## config.mk

```make
export PLATFORM = sky130hd
export DESIGN_NAME = axil_uart_master
export DESIGN_NICKNAME = d
export VERILOG_FILES = /design/src/rtl/axil_uart_master.sv
export SDC_FILE = /design/constraint.sdc
export NUM_CORES = 1
export LEC_CHECK = 0
export ABC_AREA = 1
export BUFFER_PORTS_ARGS = -buffer_cell sky130_fd_sc_hd__clkbuf_2
export CORE_ASPECT_RATIO = 1.2
export CORE_MARGIN = 4
export CORE_UTILIZATION = 45
export DETAILED_ROUTE_END_ITERATION = 6
export GPL_TIMING_DRIVEN = 0
export PLACE_DENSITY = 0.89
export SLEW_MARGIN = 20
export SYNTH_ARGS = -nofsm -noshare
export SYNTH_HDL_FRONTEND = slang
export SYNTH_SLANG_ARGS = --single-unit
```

## constraint.sdc

```tcl
create_clock -name clock -period 3.6 [get_ports clock]
set_input_delay 0.72 -clock clock [delete_from_list [all_inputs] [get_ports clock]]
set_output_delay 0.72 -clock clock [all_outputs]
set_load 0.005 [all_outputs]
```

## src/rtl/axil_uart_master.sv

```systemverilog
// AXI4-Lite initiator: one command in, one AXI-Lite write or read out, one response back; optional
// watchdog flag under `AXIL_UART_MASTER_TIMEOUT_EN. Latency: command to AXI valid 1 cycle; backpressure: cmd_ready only in IDLE.
module axil_uart_master #(
    parameter int P_M_AXI_DATA_WIDTH = 32,
    parameter int P_M_AXI_ADDR_WIDTH = 16,
    parameter int P_TIMEOUT_CYCLES   = 1024
) (
    input  logic                          clock,
    input  logic                          reset,
    input  logic                          cmd_valid,
    output logic                          cmd_ready,
    input  logic                          cmd_write,
    input  logic [P_M_AXI_ADDR_WIDTH-1:0] cmd_addr,
    input  logic [P_M_AXI_DATA_WIDTH-1:0] cmd_wdata,
    output logic                          rsp_valid,
    input  logic                          rsp_ready,
    output logic                          rsp_write,
    output logic [P_M_AXI_DATA_WIDTH-1:0] rsp_rdata,
    output logic [1:0]                    rsp_resp,
    output logic [P_M_AXI_ADDR_WIDTH-1:0] m_axi_awaddr,
    output logic                          m_axi_awvalid,
    input  logic                          m_axi_awready,
    output logic [P_M_AXI_DATA_WIDTH-1:0] m_axi_wdata,
    output logic                          m_axi_wvalid,
    input  logic                          m_axi_wready,
    input  logic [1:0]                    m_axi_bresp,
    input  logic                          m_axi_bvalid,
    output logic                          m_axi_bready,
    output logic [P_M_AXI_ADDR_WIDTH-1:0] m_axi_araddr,
    output logic                          m_axi_arvalid,
    input  logic                          m_axi_arready,
    input  logic [P_M_AXI_DATA_WIDTH-1:0] m_axi_rdata,
    input  logic [1:0]                    m_axi_rresp,
    input  logic                          m_axi_rvalid,
    output logic                          m_axi_rready,
    output logic                          timeout
);

    typedef enum logic [2:0] {IDLE, WR_AW_W, WR_B, RD_AR, RD_R, RSP} state_t;

    state_t                          state, state_nxt;
    logic                            aw_done, w_done;
    logic [P_M_AXI_ADDR_WIDTH-1:0]   addr_q;
    logic [P_M_AXI_DATA_WIDTH-1:0]   wdata_q;
    logic                            write_q;
    logic [P_M_AXI_DATA_WIDTH-1:0]   rdata_q;
    logic [1:0]                      resp_q;
    logic                            cmd_hs, aw_hs, w_hs, b_hs, ar_hs, r_hs;

    assign cmd_hs = cmd_valid & cmd_ready;
    assign aw_hs  = m_axi_awvalid & m_axi_awready;
    assign w_hs   = m_axi_wvalid & m_axi_wready;
    assign b_hs   = m_axi_bvalid & m_axi_bready;
    assign ar_hs  = m_axi_arvalid & m_axi_arready;
    assign r_hs   = m_axi_rvalid & m_axi_rready;

    always_ff @(posedge clock or posedge reset) begin
        if (reset) state <= IDLE;
        else       state <= state_nxt;
    end

    always_comb begin
        state_nxt = state;
        case (state)
            IDLE:    if (cmd_valid) state_nxt = cmd_write ? WR_AW_W : RD_AR;
            WR_AW_W: if ((aw_done | aw_hs) && (w_done | w_hs)) state_nxt = WR_B;
            WR_B:    if (m_axi_bvalid) state_nxt = RSP;
            RD_AR:   if (m_axi_arready) state_nxt = RD_R;
            RD_R:    if (m_axi_rvalid) state_nxt = RSP;
            RSP:     if (rsp_ready) state_nxt = IDLE;
            default: state_nxt = IDLE;
        endcase
    end

    always_comb begin
        cmd_ready     = (state == IDLE);
        m_axi_awvalid = (state == WR_AW_W) && !aw_done;
        m_axi_wvalid  = (state == WR_AW_W) && !w_done;
        m_axi_bready  = (state == WR_B);
        m_axi_arvalid = (state == RD_AR);
        m_axi_rready  = (state == RD_R);
        rsp_valid     = (state == RSP);
    end

    assign m_axi_awaddr = addr_q;
    assign m_axi_araddr = addr_q;
    assign m_axi_wdata  = wdata_q;
    assign rsp_write    = write_q;
    assign rsp_rdata    = rdata_q;
    assign rsp_resp     = resp_q;

    // Command capture, per-channel write completion, and response capture.
    always_ff @(posedge clock or posedge reset) begin
        if (reset) begin
            addr_q  <= '0;
            wdata_q <= '0;
            write_q <= 1'b0;
            rdata_q <= '0;
            resp_q  <= 2'b00;
            aw_done <= 1'b0;
            w_done  <= 1'b0;
        end else begin
            if (cmd_hs) begin
                addr_q  <= cmd_addr;
                wdata_q <= cmd_wdata;
                write_q <= cmd_write;
                aw_done <= 1'b0;
                w_done  <= 1'b0;
            end
            if (aw_hs) aw_done <= 1'b1;
            if (w_hs)  w_done  <= 1'b1;
            if (b_hs) begin
                rdata_q <= '0;
                resp_q  <= m_axi_bresp;
            end
            if (r_hs) begin
                rdata_q <= m_axi_rdata;
                resp_q  <= m_axi_rresp;
            end
        end
    end

`ifdef AXIL_UART_MASTER_TIMEOUT_EN
    logic [15:0] wait_cnt;
    logic        waiting;
    logic        restart;

    assign waiting = (state == WR_AW_W) || (state == WR_B) || (state == RD_AR) || (state == RD_R);
    assign restart = (state_nxt != state) || aw_hs || w_hs || b_hs || ar_hs || r_hs;

    // Flag is informational only: valids stay up and the FSM keeps waiting.
    always_ff @(posedge clock or posedge reset) begin
        if (reset) begin
            wait_cnt <= '0;
            timeout  <= 1'b0;
        end else begin
            if (restart)
                wait_cnt <= '0;
            else if (waiting && wait_cnt != 16'hFFFF)
                wait_cnt <= wait_cnt + 16'd1;
            if (waiting && !restart && wait_cnt == 16'(P_TIMEOUT_CYCLES - 1))
                timeout <= 1'b1;
        end
    end
`else
    assign timeout = 1'b0;
`endif

endmodule

```

# --- Word-level counts from Yosys, hierarchy flattened ---
# Index checks and enable logic that the tools add are counted.
# W data, S select, Z words.
op_classes:
  eq_ne: 11
  reduce_logical: 10
  mux: 15
  n_bitwise: 7
ops:
  columns: ["operator", "count"]
  rows:
  - ["$mux W32", 2]
  - ["$mux W3", 6]
  - ["$pmux W3 S6", 1]
  - ["$ne A2 B2 Y1 const B", 4]
  - ["$eq A3 B2 Y1 const B", 2]
  - ["$eq A3 B3 Y1 const B", 2]
  - ["$mux W2", 3]
  - ["$reduce_and A6 Y1", 1]
  - ["$reduce_bool A2 Y1", 3]
  - ["$and A1 B1 Y1", 5]
  - ["$ne A2 B1 Y1 const B", 2]
  - ["$eq A3 B1 Y1 const B", 1]
  - ["$logic_and A1 B1 Y1", 3]
  - ["$logic_not A3 Y1", 1]
  - ["$mux W1", 3]
  - ["$logic_not A1 Y1", 2]
  - ["$or A1 B1 Y1", 2]
word_totals:
  elab_cells: 51
  output_inout_bits: 107
  regBits: 88

# --- Depth between registers and ports, before layout ---
logic_depth:
  ltp_word: 7
  mapped_depth: 10
  ltp_nobuf: 9

# --- Worst setup path after synthesis ---
# Ideal clock, no wire load.
synth_timing:
  path_kind: "flip-flop to output port"
  from: "register state[0]"
  to: "output m_axi_rready"
  arrival_ps: 967
  n_path_buf: 2
  slack_ps: 1913
  stages_incl_launch_ff: 6
  t_required_ps: 2880
  cell_sequence: "dfrtp_1 > buf_2 > nor2_4 > nand2_2 > inv_2 > buf_2"
synth_between:
  elab_chain_cells: 1
synth_rtl:
  columns: ["element", "line", "text"]
  rows:
  - ["start, declared", "41", "state_t state, state_nxt;"]
  - ["start signal, assigned", "59", "else state <= state_nxt;"]
  - ["$eq A3 B3 Y1", "81", "m_axi_rready = (state == RD_R);"]
  - ["end, declared", "35", "output logic m_axi_rready,"]
# Every way passes these cells.

# --- Final worst setup path ---
# Same ends and word-level chain as after synthesis.

==> flow_summary.rst <==
.. list-table::
   :header-rows: 1

   * - Metric
     - Value
   * - Outcome
     - finished, final reports clean
   * - Number of I/O pins
     - 201
   * - Fin. Hold Viols
     - 0
   * - Number of global-route vias before repair
     - 3,422
   * - Worst slew margin
     - 62.6%
   * - Count of input and output buffers
     - 198
   * - CTS Hold Buffers Added
     - 0
   * - Area of the mapped netlist
     - 3780 um2
   * - Count of unique library cells instantiated by Yosys
     - 23
   * - Width of the chip
     - 91.7 um
   * - Detailed Route Iter0 Violations
     - 161
   * - Buffer cell driving the clock tree root
     - sky130_fd_sc_hd__clkbuf_8
   * - Power per unit of standard cell area
     - 806 nW/um2
   * - Syn Nets
     - 530
   * - Overflow after GRT
     - 0
   * - Routed len/inst
     - 12.9 um
   * - Average via count per standard cell
     - 4.61
   * - Share of post-route cells with drive strength above 1
     - 43.2%
   * - Data arrival time at the worst-slack endpoint
     - 1.61 ns
   * - Cell Rows
     - 36
   * - Count of nets after finishing
     - 740
   * - Pin count of the biggest net entering global routing
     - 46
   * - RSZ-0062 raised after global routing
     - false
   * - Maximum clock frequency
     - 430 MHz
   * - Post-CTS setup repair buffer count
     - 0
   * - Area overhead of the layout relative to synthesis
     - 35.8%
   * - Total negative slack
     - 0 ns
   * - Core Footprint
     - 8150 um2
   * - Number of CTS-inserted buffers
     - 9
   * - Clock period minus worst slack
     - 2.33 ns
   * - Setup WS post-layout
     - 1.27 ns
   * - Clock tree buffer depth
     - 2
   * - Synthesized flop and latch total
     - 88
   * - Commonest non-fill, non-tap cell in the layout
     - sky130_fd_sc_hd__nand2_1
   * - Final Max Slew Viols
     - 0
   * - Weighted congestion reported at the end of routability-driven placement
     - 0.835
   * - Number of nets with antenna violations after detailed routing
     - 0
   * - Final setup skew
     - 0.00595 ns
   * - Worst slack after detailed placement
     - 1.64 ns
   * - Wire length of the first global-routing pass
     - 16.0 mm
   * - Post-Synthesis Cells
     - 436
   * - TritonCTS clock tree
     - yes
   * - # setup viols final
     - 0
   * - Insertion delay to the later sink of the worst-skew pair
     - 0.34 ns
   * - Vertical extent of the die
     - 108 um
   * - Critical R2R Launch
     - state[0]
   * - Number of levels in the clock H-tree
     - 3
   * - Total global-route track usage
     - 20.2%
   * - Fillcell total
     - 722
   * - Starting density of the core
     - 46.4%
   * - Residual DRC
     - 0
   * - Worst-Margin Slew
     - 0.561 ns
   * - Number of inserted diodes
     - 0
   * - Endpoint class of the critical path
     - output pin
   * - Detailed-placement wirelength estimate
     - 7.76 mm
   * - Initial antenna violation count
     - 0
   * - Crit start category
     - flip-flop
   * - Detailed Routing Iterations Pass 1
     - 4
   * - Power, Total
     - 4140 uW
   * - Post-CTS sizing
     - 0
   * - Sequential cell area fraction in the yosys report
     - 58.2%
   * - IR drop worst, VDD
     - 0.369 mV
   * - Clock transition time at the flip-flop clock pins of the worst setup and hold paths
     - 0.08 ns
   * - Required time at the endpoint of the critical path
     - 2.88 ns
   * - Minimum setup slack among reg-to-reg paths
     - 1.99 ns
   * - Post-route fraction of the period consumed by the critical path
     - 64.6%
   * - Sink Count
     - 88
   * - Endpoint of the worst-slack reg-to-reg timing path
     - m_axi_araddr[10]
   * - Static Leak
     - 0.00314 uW
   * - Worst Reg2Reg Path Length in Cells
     - 8
   * - Number of max-cap violations
     - 0
   * - Yosys warns
     - 0
   * - Via total after detailed routing
     - 3,524
   * - Highest-count cells in the layout ignoring fill and taps
     - sky130_fd_sc_hd__nand2_1, sky130_fd_sc_hd__clkbuf_2, sky130_fd_sc_hd__dfrtp_1, sky130_fd_sc_hd__nand3_1, sky130_fd_sc_hd__nand2_2
   * - Crit Path Category
     - flip-flop to output pin
   * - Detailed-route wire length
     - 9.88 mm
   * - Worst min-delay path class
     - input pin to asynchronous set/reset pin
   * - Die ar.
     - 9940 um2
   * - Maximum fanout along the worst path
     - 10
   * - Mean instance size in the synthesized netlist
     - 8.67 um2
==> cells by family after synthesis <==
group	synth area share, %
AO/OA/AOI/OAI	0.596
buffers and inverters	8.47
flip-flops	58.2
other	0.0992
AND/OR/NAND/NOR	32.6
==> Yosys cell counts <==
| library cell | instances | area, um2 |
|---|---|---|
| sky130_fd_sc_hd__conb_1 | 1 | 3.75 |
| sky130_fd_sc_hd__nand3_1 | 42 | 210 |
| sky130_fd_sc_hd__buf_8 | 2 | 30.0 |
| sky130_fd_sc_hd__nor2_4 | 2 | 22.5 |
| sky130_fd_sc_hd__and2_1 | 1 | 6.26 |
| sky130_fd_sc_hd__o21bai_1 | 1 | 7.51 |
| sky130_fd_sc_hd__nor3_1 | 1 | 5.00 |
| sky130_fd_sc_hd__or2_2 | 1 | 6.26 |
| sky130_fd_sc_hd__inv_1 | 13 | 48.8 |
| sky130_fd_sc_hd__nand4_1 | 5 | 31.3 |
| sky130_fd_sc_hd__o21ai_0 | 1 | 5.00 |
| sky130_fd_sc_hd__nor2_1 | 4 | 15.0 |
| sky130_fd_sc_hd__inv_2 | 3 | 11.3 |
| sky130_fd_sc_hd__nor2_2 | 2 | 12.5 |
| sky130_fd_sc_hd__nand2_1 | 206 | 773 |
| sky130_fd_sc_hd__clkbuf_1 | 4 | 15.0 |
| sky130_fd_sc_hd__buf_6 | 1 | 11.3 |
| sky130_fd_sc_hd__a21oi_1 | 2 | 10.0 |
| sky130_fd_sc_hd__buf_2 | 14 | 70.1 |
| sky130_fd_sc_hd__inv_4 | 1 | 6.26 |
| sky130_fd_sc_hd__dfrtp_1 | 88 | 2200 |
| sky130_fd_sc_hd__buf_4 | 17 | 128 |
| sky130_fd_sc_hd__nand2_2 | 24 | 150 |
==> cell type report <==
type | count | area (um2) | share of cell area (%)
Sequential cell | 88 | 2200 | 42.9
Clock buffer | 13 | 159 | 3.09
Clock inverter | 3 | 40.0 | 0.780
Timing Repair Buffer | 199 | 1010 | 19.7
Inverter | 17 | 68.8 | 1.34
Buffer | 38 | 254 | 4.95
Tap cell | 114 | 143 | 2.78
Multi-Input combinational cell | 293 | 1260 | 24.5
==> state kept, by name, indices dropped and copies added, names as in the netlist <==
signal / cells
rsp_write: 1
m_axi_wdata: 32
aw_done: 1
rsp_rdata: 32
rsp_resp: 2
state: 3
w_done: 1
m_axi_araddr: 16
==> where the power goes <==
part / internal (uW) / switching [uW]
registers: 1430 / 294
logic: 816 / 924
clock network: 357 / 319
total: 2600 / 1540
==> worst max path at each step <==
stage,end,depth (start not counted),start
after floorplan,aw_done,1,reset
after global placement,rsp_rdata[2],2,reset
after detailed placement,m_axi_rready,6,state[0]
after CTS,m_axi_rready,6,state[0]
after global routing,m_axi_rready,6,state[0]
final,m_axi_rready,6,state[0]
==> stage by stage <==
stage / hold WS [ns] / instances / util, % / instance area, um2
6_report: 0.423 / 765 / 63.0 / 5140
3_5_place_dp: 0.457 / 749 / 60.6 / 4940
4_1_cts: 0.424 / 765 / 63.0 / 5140
3_3_place_gp: 0.454 / 748 / 60.3 / 4910
5_1_grt: 0.464 / 765 / 63.0 / 5140
2_1_floorplan: 0.465 / 436 / - / 3780
==> critical path: stages (launching register included) <==
cell and delay [ns]:
sky130_fd_sc_hd__dfrtp_1 0.36, sky130_fd_sc_hd__buf_2 0.18, sky130_fd_sc_hd__nor2_4 0.12, sky130_fd_sc_hd__nand2_2 0.07, sky130_fd_sc_hd__inv_2 0.16, sky130_fd_sc_hd__buf_2 0.23
sky130_fd_sc_hd__clkbuf_2 0.14
==> metal layers <==
metal / vias up / wire length (um) / global-route usage, %
li1: 1742 / - / -
met1: 1623 / 3870 / 23.7
met2: 143 / 5110 / 35.4
met3: 16 / 723 / 4.87
met4: 0 / 179 / 8.41
met5: - / 0 / 0
(Power assumes the default switching activity.)
